[config.mk]
export PLATFORM = sky130hd
export DESIGN_NAME = cpu_step_controller_flat
export DESIGN_NICKNAME = d
export VERILOG_FILES = /design/src/rtl/cpu_ctrl_pkg.sv /design/src/rtl/cpu_step_if.sv /design/src/rtl/cpu_step_controller_run_tick_gen.sv /design/src/rtl/cpu_step_controller.sv /design/src/flat_wrapper.sv
export SDC_FILE = /design/constraint.sdc
export NUM_CORES = 1
export LEC_CHECK = 0
export CAP_MARGIN = 25
export CORE_MARGIN = 1.5
export CORE_UTILIZATION = 40
export CTS_BUF_LIST = sky130_fd_sc_hd__clkbuf_2
export DETAILED_ROUTE_END_ITERATION = 16
export SYNTH_ARGS = -nofsm -noshare
export SYNTH_HDL_FRONTEND = slang
export SYNTH_HIERARCHICAL = 1
export SYNTH_SLANG_ARGS = --single-unit
export TNS_END_PERCENT = 50
[constraint.sdc]
create_clock -name clk -period 3.3 [get_ports clk]
set_input_delay 0.66 -clock clk [delete_from_list [all_inputs] [get_ports clk]]
set_output_delay 0.66 -clock clk [all_outputs]
set_load 0.01 [all_outputs]
[src/rtl/cpu_ctrl_pkg.sv]
// Shared encodings and defaults for the CPU step controller.
package cpu_ctrl_pkg;

    typedef enum logic [1:0] {
        ST_IDLE = 2'd0,
        ST_STEP = 2'd1,
        ST_RUN  = 2'd2,
        ST_HALT = 2'd3
    } state_t;

    typedef enum logic [1:0] {
        HC_NONE   = 2'd0,
        HC_BREAK  = 2'd1,
        HC_HALTOP = 2'd2
    } halt_cause_t;

    localparam int unsigned RUN_DIV_DEF     = 25_000_000;
    localparam logic [3:0]  HALT_OPCODE_DEF = 4'hF;

    // Counter width able to hold 0..div-1; never narrower than one bit.
    function automatic int unsigned div_width(input int unsigned div);
        return (div < 2) ? 1 : $clog2(div);
    endfunction

    localparam int unsigned DIV_W = div_width(RUN_DIV_DEF);

endpackage

[src/rtl/cpu_step_if.sv]
// Control/status bundle between the step controller and the datapath/debug side.
interface cpu_step_if #(
    parameter int unsigned PC_W     = 8,
    parameter int unsigned OPCODE_W = 4,
    parameter int unsigned CNT_W    = 16
);
    logic                step_btn;
    logic                run_sw;
    logic                bp_en;
    logic [PC_W-1:0]     bp_addr;
    logic [PC_W-1:0]     pc;
    logic [OPCODE_W-1:0] opcode;
    logic                cpu_en;
    logic [1:0]          state;
    logic                halted;
    logic [1:0]          halt_cause;
    logic [CNT_W-1:0]    cycle_count;

    // Controller side.
    modport master (
        input  step_btn, run_sw, bp_en, bp_addr, pc, opcode,
        output cpu_en, state, halted, halt_cause, cycle_count
    );

    // Datapath / front-panel side.
    modport slave (
        output step_btn, run_sw, bp_en, bp_addr, pc, opcode,
        input  cpu_en, state, halted, halt_cause, cycle_count
    );
endinterface

[src/rtl/cpu_step_controller_run_tick_gen.sv]
// Free-run rate divider: counts 0..DIV-1 while enabled and flags terminal count.
module run_tick_gen
    import cpu_ctrl_pkg::*;
#(
    parameter int unsigned DIV = RUN_DIV_DEF,
    parameter int unsigned W   = DIV_W
) (
    input  logic clk,
    input  logic rst,
    input  logic i_clr,
    input  logic i_en,
    output logic o_tick
);
    localparam logic [W-1:0] TC = W'(DIV - 1);

    logic [W-1:0] r_cnt;

    assign o_tick = i_en & (r_cnt == TC);

    // Divider register: clear wins over count, wraps after terminal count.
    always_ff @(posedge clk or posedge rst) begin
        if (rst) begin
            r_cnt <= '0;
        end else if (i_clr) begin
            r_cnt <= '0;
        end else if (i_en) begin
            r_cnt <= (r_cnt == TC) ? '0 : r_cnt + W'(1);
        end
    end
endmodule

[src/rtl/cpu_step_controller.sv]
// Execute-enable sequencer for the single-cycle 8-bit CPU.
//
//  state | meaning
//  ------+------------------------------------------------------------------
//  IDLE  | waiting for a step edge or run_sw
//  STEP  | cpu_en high for this single cycle, then back to IDLE
//  RUN   | free-run; one issue/halt decision per divider terminal count
//  HALT  | stopped; BREAK leaves on step edge with run_sw=0, HALTOP only on rst
module cpu_step_controller
    import cpu_ctrl_pkg::*;
#(
    parameter int unsigned          PC_W        = 8,
    parameter int unsigned          OPCODE_W    = 4,
    parameter logic [OPCODE_W-1:0]  HALT_OPCODE = OPCODE_W'(HALT_OPCODE_DEF),
    parameter int unsigned          RUN_DIV     = RUN_DIV_DEF,
    parameter int unsigned          CNT_W       = 16
) (
    input  logic       clk,
    input  logic       rst,
    cpu_step_if.master bus
);
    localparam int unsigned DW = div_width(RUN_DIV);

    state_t              r_state, w_state_nxt;
    halt_cause_t         r_halt_cause, w_halt_cause_nxt;
    logic                r_skip_bp, w_skip_bp_nxt;
    logic                r_cpu_en, w_cpu_en_nxt;
    logic                r_step_q;
    logic [CNT_W-1:0]    r_cycle_count;

    logic                w_edge;
    logic                w_tick;
    logic                w_div_clr;
    logic                w_div_en;
    logic                w_is_halt_op;
    logic                w_bp_hit;
    logic [PC_W-1:0]     w_pc;
    logic [PC_W-1:0]     w_bp_addr;
    logic [OPCODE_W-1:0] w_opcode;

    assign w_pc         = bus.pc;
    assign w_bp_addr    = bus.bp_addr;
    assign w_opcode     = bus.opcode;
    assign w_edge       = bus.step_btn & ~r_step_q;
    assign w_is_halt_op = (w_opcode == HALT_OPCODE);
    // skip_bp lets a resumed run step off the breakpoint it stopped on.
    assign w_bp_hit     = bus.bp_en & (w_pc == w_bp_addr) & ~r_skip_bp;
    assign w_div_en     = (r_state == ST_RUN);

    run_tick_gen #(
        .DIV (RUN_DIV),
        .W   (DW)
    ) u_run_tick_gen (
        .clk    (clk),
        .rst    (rst),
        .i_clr  (w_div_clr),
        .i_en   (w_div_en),
        .o_tick (w_tick)
    );

    // Next-state and issue decision; bp/opcode/pc only matter at decision points.
    always_comb begin
        w_state_nxt      = r_state;
        w_halt_cause_nxt = r_halt_cause;
        w_skip_bp_nxt    = r_skip_bp;
        w_cpu_en_nxt     = 1'b0;
        w_div_clr        = 1'b0;
        case (r_state)
            ST_IDLE: begin
                if (bus.run_sw) begin
                    // run_sw beats a simultaneous step edge.
                    w_state_nxt   = ST_RUN;
                    w_div_clr     = 1'b1;
                    w_skip_bp_nxt = 1'b1;
                end else if (w_edge) begin
                    if (w_is_halt_op) begin
                        w_state_nxt      = ST_HALT;
                        w_halt_cause_nxt = HC_HALTOP;
                    end else begin
                        w_state_nxt  = ST_STEP;
                        w_cpu_en_nxt = 1'b1;
                    end
                end
            end
            ST_STEP: begin
                w_state_nxt = ST_IDLE;
            end
            ST_RUN: begin
                if (!bus.run_sw) begin
                    w_state_nxt = ST_IDLE;
                    w_div_clr   = 1'b1;
                end else if (w_tick) begin
                    if (w_is_halt_op) begin
                        w_state_nxt      = ST_HALT;
                        w_halt_cause_nxt = HC_HALTOP;
                    end else if (w_bp_hit) begin
                        w_state_nxt      = ST_HALT;
                        w_halt_cause_nxt = HC_BREAK;
                    end else begin
                        w_cpu_en_nxt  = 1'b1;
                        w_skip_bp_nxt = 1'b0;
                    end
                end
            end
            ST_HALT: begin
                if ((r_halt_cause == HC_BREAK) && w_edge && !bus.run_sw) begin
                    w_state_nxt      = ST_IDLE;
                    w_halt_cause_nxt = HC_NONE;
                end
            end
            default: begin
                w_state_nxt = ST_IDLE;
            end
        endcase
    end

    // State, registered enable and retired-instruction counter.
    always_ff @(posedge clk or posedge rst) begin
        if (rst) begin
            r_state       <= ST_IDLE;
            r_halt_cause  <= HC_NONE;
            r_skip_bp     <= 1'b0;
            r_cpu_en      <= 1'b0;
            r_step_q      <= 1'b0;
            r_cycle_count <= '0;
        end else begin
            r_state      <= w_state_nxt;
            r_halt_cause <= w_halt_cause_nxt;
            r_skip_bp    <= w_skip_bp_nxt;
            r_cpu_en     <= w_cpu_en_nxt;
            r_step_q     <= bus.step_btn;
            if (w_cpu_en_nxt) begin
                r_cycle_count <= r_cycle_count + CNT_W'(1);
            end
        end
    end

    assign bus.cpu_en      = r_cpu_en;
    assign bus.state       = r_state;
    assign bus.halted      = (r_state == ST_HALT);
    assign bus.halt_cause  = r_halt_cause;
    assign bus.cycle_count = r_cycle_count;
endmodule

[src/flat_wrapper.sv]
// flat-port wrapper written by rule: the top's interface ports become plain ports
module cpu_step_controller_flat import cpu_ctrl_pkg::*;
#(
    parameter int unsigned          PC_W        = 8,
    parameter int unsigned          OPCODE_W    = 4,
    parameter logic [OPCODE_W-1:0]  HALT_OPCODE = OPCODE_W'(HALT_OPCODE_DEF),
    parameter int unsigned          RUN_DIV     = RUN_DIV_DEF,
    parameter int unsigned          CNT_W       = 16
)
  (clk, rst, bus_step_btn, bus_run_sw, bus_bp_en, bus_bp_addr, bus_pc, bus_opcode, bus_cpu_en, bus_state, bus_halted, bus_halt_cause, bus_cycle_count);
  cpu_step_if #(.PC_W(PC_W), .OPCODE_W(OPCODE_W), .CNT_W(CNT_W)) bus_i ();
  input  logic clk;
  input  logic rst;
  input wire logic [$bits(bus_i.step_btn)-1:0] bus_step_btn;
  input wire logic [$bits(bus_i.run_sw)-1:0] bus_run_sw;
  input wire logic [$bits(bus_i.bp_en)-1:0] bus_bp_en;
  input wire logic [$bits(bus_i.bp_addr)-1:0] bus_bp_addr;
  input wire logic [$bits(bus_i.pc)-1:0] bus_pc;
  input wire logic [$bits(bus_i.opcode)-1:0] bus_opcode;
  output wire logic [$bits(bus_i.cpu_en)-1:0] bus_cpu_en;
  output wire logic [$bits(bus_i.state)-1:0] bus_state;
  output wire logic [$bits(bus_i.halted)-1:0] bus_halted;
  output wire logic [$bits(bus_i.halt_cause)-1:0] bus_halt_cause;
  output wire logic [$bits(bus_i.cycle_count)-1:0] bus_cycle_count;
  assign bus_i.step_btn = bus_step_btn;
  assign bus_i.run_sw = bus_run_sw;
  assign bus_i.bp_en = bus_bp_en;
  assign bus_i.bp_addr = bus_bp_addr;
  assign bus_i.pc = bus_pc;
  assign bus_i.opcode = bus_opcode;
  assign bus_cpu_en = bus_i.cpu_en;
  assign bus_state = bus_i.state;
  assign bus_halted = bus_i.halted;
  assign bus_halt_cause = bus_i.halt_cause;
  assign bus_cycle_count = bus_i.cycle_count;
  cpu_step_controller #(.PC_W(PC_W), .OPCODE_W(OPCODE_W), .HALT_OPCODE(HALT_OPCODE), .RUN_DIV(RUN_DIV), .CNT_W(CNT_W)) u_core (.clk(clk), .rst(rst), .bus(bus_i));
endmodule
Word-level counts from Yosys, hierarchy flattened
Index checks and enable logic that the tools add are counted.
Cells by class
  $add $sub $neg: 2
  equality and inequality tests: 20
  multiplexer cells: 37
  bitwise gates (word level): 6
  reductions and logical operators: 10
Operators by type and width (number)
  2-to-1 mux 25 bit: 3
  2-to-1 mux 2 bit: 15
  adder 25 x 1 -> 25 bit (second input constant): 1
  == test 25 bit (second input constant): 1
  adder 16 x 1 -> 16 bit (second input constant): 1
  2-to-1 mux 1 bit: 14
  != test 2 bit (second input constant): 5
  == test 8 bit: 1
  != test 2 x 1 -> 1 bit (second input constant): 4
  one-hot mux 2 bit (4 select lines): 1
  AND reduction 8 bit: 1
  != test 3 x 2 -> 1 bit (second input constant): 2
  one-hot mux 1 bit (2 select lines): 3
  one-hot mux 2 bit (3 select lines): 1
  AND reduction 6 bit: 1
  AND 1 bit: 4
  == test 2 x 1 -> 1 bit (second input constant): 2
  == test 2 bit (second input constant): 2
  == test 4 bit (second input constant): 1
  != test 4 x 2 -> 1 bit (second input constant): 1
  AND reduction 4 bit: 1
  nonzero test 2 bit: 2
  != test 3 x 1 -> 1 bit (second input constant): 1
  nonzero test 3 bit: 1
  4 further kinds: 6
Storage, ports and cells
  register bits after elaboration: 48
  input bits: 25
  output and inout bits: 22
  word-level logic and storage cells: 82

Logic depth before layout (Yosys ltp)
  word-level depth: 8
  gate-level depth with buffers: 12

By module
Netlist, hierarchy kept.
Modules (own cells, without submodules)
  run_tick_gen: times used 1, cells each 187, area each 1604.0 um^2, sequential area each 625.6 um^2
  cpu_step_controller: times used 1, cells each 132, area each 1315.0 um^2, sequential area each 575.6 um^2

Least setup slack after synthesis
Ideal clock, no wire load.
  kind: reg-to-reg
  start: register u_core.u_run_tick_gen.r_cnt[6]
  end: register u_core.r_cycle_count[12] (netlist: u_core/bus.cycle_count[12])
  library setup time: 0.079 ns
  arrival: 2.979 ns
  required time: 3.221 ns
  setup slack: 0.241 ns
  stages on the path, launching flop included: 11
  buffers on the path: 2
  cells stage by stage: dfrtp_1 > buf_2 > or4_1 > or4_1 > buf_2 > nor2_1 > nand3_1 > a211o_1 > or4_1 > nor2_1 > xor2_1
Between the ends
  cells in the longest elaborated chain, start to end: 5
RTL lines
  start: declaration: RTL line cpu_step_controller_run_tick_gen.sv:16  | logic [W-1:0] r_cnt;
  start signal: assignment: RTL line cpu_step_controller_run_tick_gen.sv:27  | r_cnt <= (r_cnt == TC) ? '0 : r_cnt + W'(1);
  == test 25 bit: RTL line cpu_step_controller_run_tick_gen.sv:18  | assign o_tick = i_en & (r_cnt == TC);
  AND 1 bit: RTL line cpu_step_controller_run_tick_gen.sv:18
  net u_core.w_tick: RTL line cpu_step_controller.sv:32  | logic w_tick;
  2-to-1 mux 1 bit: RTL line cpu_step_controller.sv:92  | end else if (w_tick) begin
  2-to-1 mux 1 bit: RTL line cpu_step_controller.sv:89  | if (!bus.run_sw) begin
  one-hot mux 1 bit (2 select lines): RTL line cpu_step_controller.sv:68  | case (r_state)
  end signal: assignment: RTL line cpu_step_controller.sv:133  | r_cycle_count <= r_cycle_count + CNT_W'(1);
  end: declaration: RTL line cpu_step_controller.sv:29  | logic [CNT_W-1:0] r_cycle_count;
The timed path passes the listed nets, and every way through them passes these cells.
A chain may end at the register's enable or synchronous reset.

Worst setup path after layout
  start: register u_core.u_run_tick_gen.r_cnt[10]
  end: register u_core.r_cycle_count[1] (netlist: u_core/bus.cycle_count[1])
Between the ends
  cells in the longest elaborated chain, start to end: 5
RTL lines
  == test 25 bit: RTL line cpu_step_controller_run_tick_gen.sv:18
  AND 1 bit: RTL line cpu_step_controller_run_tick_gen.sv:18
  net u_core.w_tick: RTL line cpu_step_controller.sv:32
  2-to-1 mux 1 bit: RTL line cpu_step_controller.sv:92
  2-to-1 mux 1 bit: RTL line cpu_step_controller.sv:89
  one-hot mux 1 bit (2 select lines): RTL line cpu_step_controller.sv:68
  net u_core.w_cpu_en_nxt: RTL line cpu_step_controller.sv:27  | logic r_cpu_en, w_cpu_en_nxt;
The timed path passes the listed nets, and every way through them passes these cells.

==> parameters.txt <==
Parameter                              Value

STA
  Max-slew violations    0
  Total count of hold-check failures in the final report    0
  Min setup slack post-route    0.2393 ns
  Fin crit period    3.061 ns
  RSZ-0062 raised after global routing    no
  Max transition margin    just over 40%
  Worst clock skew    ~0.018 ns
  Worst Tran Pin Value    a little under 0.9 ns
  Count of endpoints failing setup in the final report    0
  Maximum clock frequency    326.7 MHz
  Total negative slack    0 ns
  Final period util    92.75%

Layout
  Final design instance area without fill    between 3000 and 4000 sq um
  Area added between synthesis and finish    22.42%
  Total inserted antenna cells    0
  Final nets    approximately 390
  Area occupied by registers    approximately 1200 sq um
  Area taken by multi-input logic gates    between 1500 and 2000 sq um
  Ratio of cells with drive above 1 in the final layout    9.239%
  Fill cell total of the finished layout    slightly below 700

Placed design
  Setup slack after placement    between 0.2 and 0.3 ns
  Input/output buffers    46
  Routability Congestion    0.8229
  Placed cell areas    3501 sq um
  DP Wirelength    ~5.1 mm

Logic synthesis
  Top flip-flop cell by instance count after synthesis    dfrtp_1
  Synth top cells by count    dfrtp_1, nor2_1, xor2_1, nand3_1, nand2_1
  Synth Area per Inst    around 9.2 sq um
  Warning count from the yosys run    6
  Total nets after synthesis    about 350
  Library cell with the largest summed area after synthesis    dfrtp_1
  Area share of the largest cell type after synthesis    approximately 41%
  Seq/Total Area, Yosys    around 41%
  Synth Instances    approximately 320
  Cells taking the most area after synthesis    dfrtp_1, xor2_1, nand4_1
  Async S/R FF share, synth    between 90% and 100%
  Distinct cells, synth    60
  Area of the mapped netlist    about 2900 sq um
  Count leader, synth    dfrtp_1
  Seq cells post-synth    48
  Number of enable flip-flop cells after synthesis    0

Detailed routing
  Aggregate routed wire length    ~7.3 mm
  Via count of the routed design    2662
  Average routed wire per standard cell    ~16 microns
  Residual antenna-violating net count after detailed routing    0
  Number of iterations in the first detailed-routing pass    4
  DRC marker count from the first detailed-route iteration    114
  # DRC    0
  Post-detailed-route via-to-cell ratio    roughly 5.7

Power and ir drop
  Leakage    around 1.4 nW
  Combinational group share of total power    25.5%
  Switching part of the total power    33.33%
  Relative contribution of sequential cells to total power    between 50% and 60%
  Clock share of power    ~24%
  Power, Total    0.001378 W
  Internal power    around 0.0009 W
  Switch Pwr    ~0.00046 W
  Areal power density over the cells    385.6 nW/um^2
  VDD IR-drop max    0.2369 mV

Min path
  Hold WC Path Type    flip-flop to flip-flop

Critical path
  Critical Path Fanout Max    13
  Worst Path Arrival    3.43 ns
  Critical Path End Type    flip-flop
  CP cell instances    or4b_1, or4_1, nor2_1, nand3_1, a211o_1, buf_4, nor2_1, mux2_1
  Worst stage delay on the critical path    around 0.56 ns
  Worst setup SP type    flip-flop
  Critical path start-end classification    flip-flop to flip-flop
  Critical path's most frequent cell    nor2_1
  Standard cell with the maximum stage delay on the critical path    or4_1
  Endpoint required time on the critical path    between 3 and 4 ns

Clock tree
  Cells resized by post-CTS repair    0
  Hold buffer count at cts    0
  CTS tree    yes
  Clock sink count    48
  Worst-case clock buffer depth    2
  Setup Fix Bufs, Post-CTS    0
  Clock Latency Late Sink    around 0.44 ns
  Clock buffer count from CTS    5
  Cell at the root of the clock tree    clkbuf_2
  Worst-path clk slew    around 0.27 ns
  H-tree levels    2

Floorplanning
  Number of I/O pins    47
  Effective utilization at floorplan    between 40 and 50%
  Std-Cell Rows    30
  DIE WIDTH    between 80 and 90 microns
  Floorplan Core Area    ~7000 sq um
  Overall die area    just under 8000 sq um
  Die extent in y    between 80 and 90 microns

Status
  Outcome    complete, no violations

Global route
  Global-route total usage across every layer    between 20 and 25%
  GRT Residual Overflow    0
  Number of global-route vias before repair    2687
  Pin count of the biggest net entering global routing    26
  Wire length of the first global-routing pass    between 10 and 15 mm
  Antenna violations before repair    0

Run
  Max-cap check violation count    0
==> critical path, delay by kind of cell (launching register included) <==
| family | cells | cell delay [ns] |
|---|---|---|
| AND/OR/NAND/NOR | 5 | 1.66 |
| flip-flops | 1 | 0.49 |
| multiplexers | 1 | 0.35 |
| AO/OA/AOI/OAI | 1 | 0.32 |
| buffers and inverters | 1 | 0.19 |
==> kinds of logic (layout without fill, tap and decap cells) <==
kind of cell | Yosys count | count (layout) | share of synthesized area (%)
AO/OA/AOI/OAI | 48 | 48 | 11.53
XOR/XNOR | 29 | 29 | 8.701
adder cells (fa/ha/maj) | 2 | 2 | 0.8571
buffers and inverters | 28 | 77 | 4.458
flip-flops | 48 | 48 | 41.15
multiplexers | 4 | 4 | 1.415
AND/OR/NAND/NOR | 160 | 160 | 31.89
==> layout make-up <==
| class | instances | area share, % |
|---|---|---|
| repair buffers | 58 | 15.41 |
| multi-input cells | 243 | 44.43 |
| flip-flops and latches | 48 | 33.61 |
| well taps | 96 | 3.361 |
| clock buffers | 5 | 0.7003 |
| inverters | 11 | 1.155 |
| clock inverters | 3 | 1.331 |
==> through the flow <==
| stage | instances | hold WS (ns) | util [%] |
|---|---|---|---|
| after global routing | 464 | 0.5415 | 51.74 |
| final | 464 | 0.5205 | 51.74 |
| after global placement | 456 | 0.4831 | 50.69 |
| after CTS | 464 | 0.5232 | 51.74 |
| after floorplan | 319 | 0.4573 | - |
| after detailed placement | 456 | 0.4854 | 50.69 |
==> power by group through the flow <==
| stage | combinational [W] | sequential, W | clock [W] |
|---|---|---|---|
| 6_report | 0.000351 | 0.000691 | 0.000336 |
| 5_1_grt | 0.000389 | 0.000702 | 0.000371 |
| 4_1_cts | 0.000354 | 0.000691 | 0.000353 |
| 3_5_place_dp | 0.000352 | 0.000701 | 0 |
| 3_3_place_gp | 0.000351 | 0.000699 | 0 |
| 2_1_floorplan | 0.000186 | 0.000705 | 0 |
==> final timing paths <==
check | from | to | slack [ns] | cells past startpoint
max in group asynchronous | rst | u_core/bus.cycle_count[13] | 2.09 | 2
worst max-delay path | u_core/u_run_tick_gen/r_cnt[10] | u_core/bus.cycle_count[1] | 0.24 | 8
min in group asynchronous | rst | u_core/u_run_tick_gen/r_cnt[23] | 0.55 | 3
worst max register to register | u_core/u_run_tick_gen/r_cnt[10] | u_core/bus.cycle_count[1] | 0.24 | 8
worst min-delay path | u_core/bus.cycle_count[15] | u_core/bus.cycle_count[15] | 0.52 | 1
worst min register to register | u_core/bus.cycle_count[15] | u_core/bus.cycle_count[15] | 0.52 | 1
==> routing by layer <==
| metal | wire, microns | global-route usage (%) | vias to the layer above |
|---|---|---|---|
| met3 | 305 | 3.545 | 11 |
| met1 | 3439 | 26.95 | 1296 |
| met5 | 0 | 0 | - |
| li1 | - | - | 1291 |
| met4 | 91 | 6.108 | 0 |
| met2 | 3443 | 34.49 | 64 |
==> flip-flops by register name, summed over array words and instances, names as in the netlist <==
signal,flops
u_core/r_skip_bp,1
u_core/bus.cpu_en,1
u_core/bus.state,2
u_core/bus.halt_cause,2
u_core/r_step_q,1
u_core/bus.cycle_count,16
u_core/u_run_tick_gen/r_cnt,25
==> layout by cell type, fill, tap and decap left out, types with 4 or more instances in the layout <==
cell	n
dfrtp_1	48
clkdlybuf4s50_1	46
nor2_1	26
xor2_1	24
nand3_1	23
nand2_1	21
nand4_1	20
nor3_1	13
buf_4	12
nor4_1	12
a21oi_1	10
inv_1	10
o21ai_0	9
or4_1	8
or3_1	6
clkbuf_2	5
xnor2_1	5
o32ai_1	4
Power figures use the tool's default switching activity.
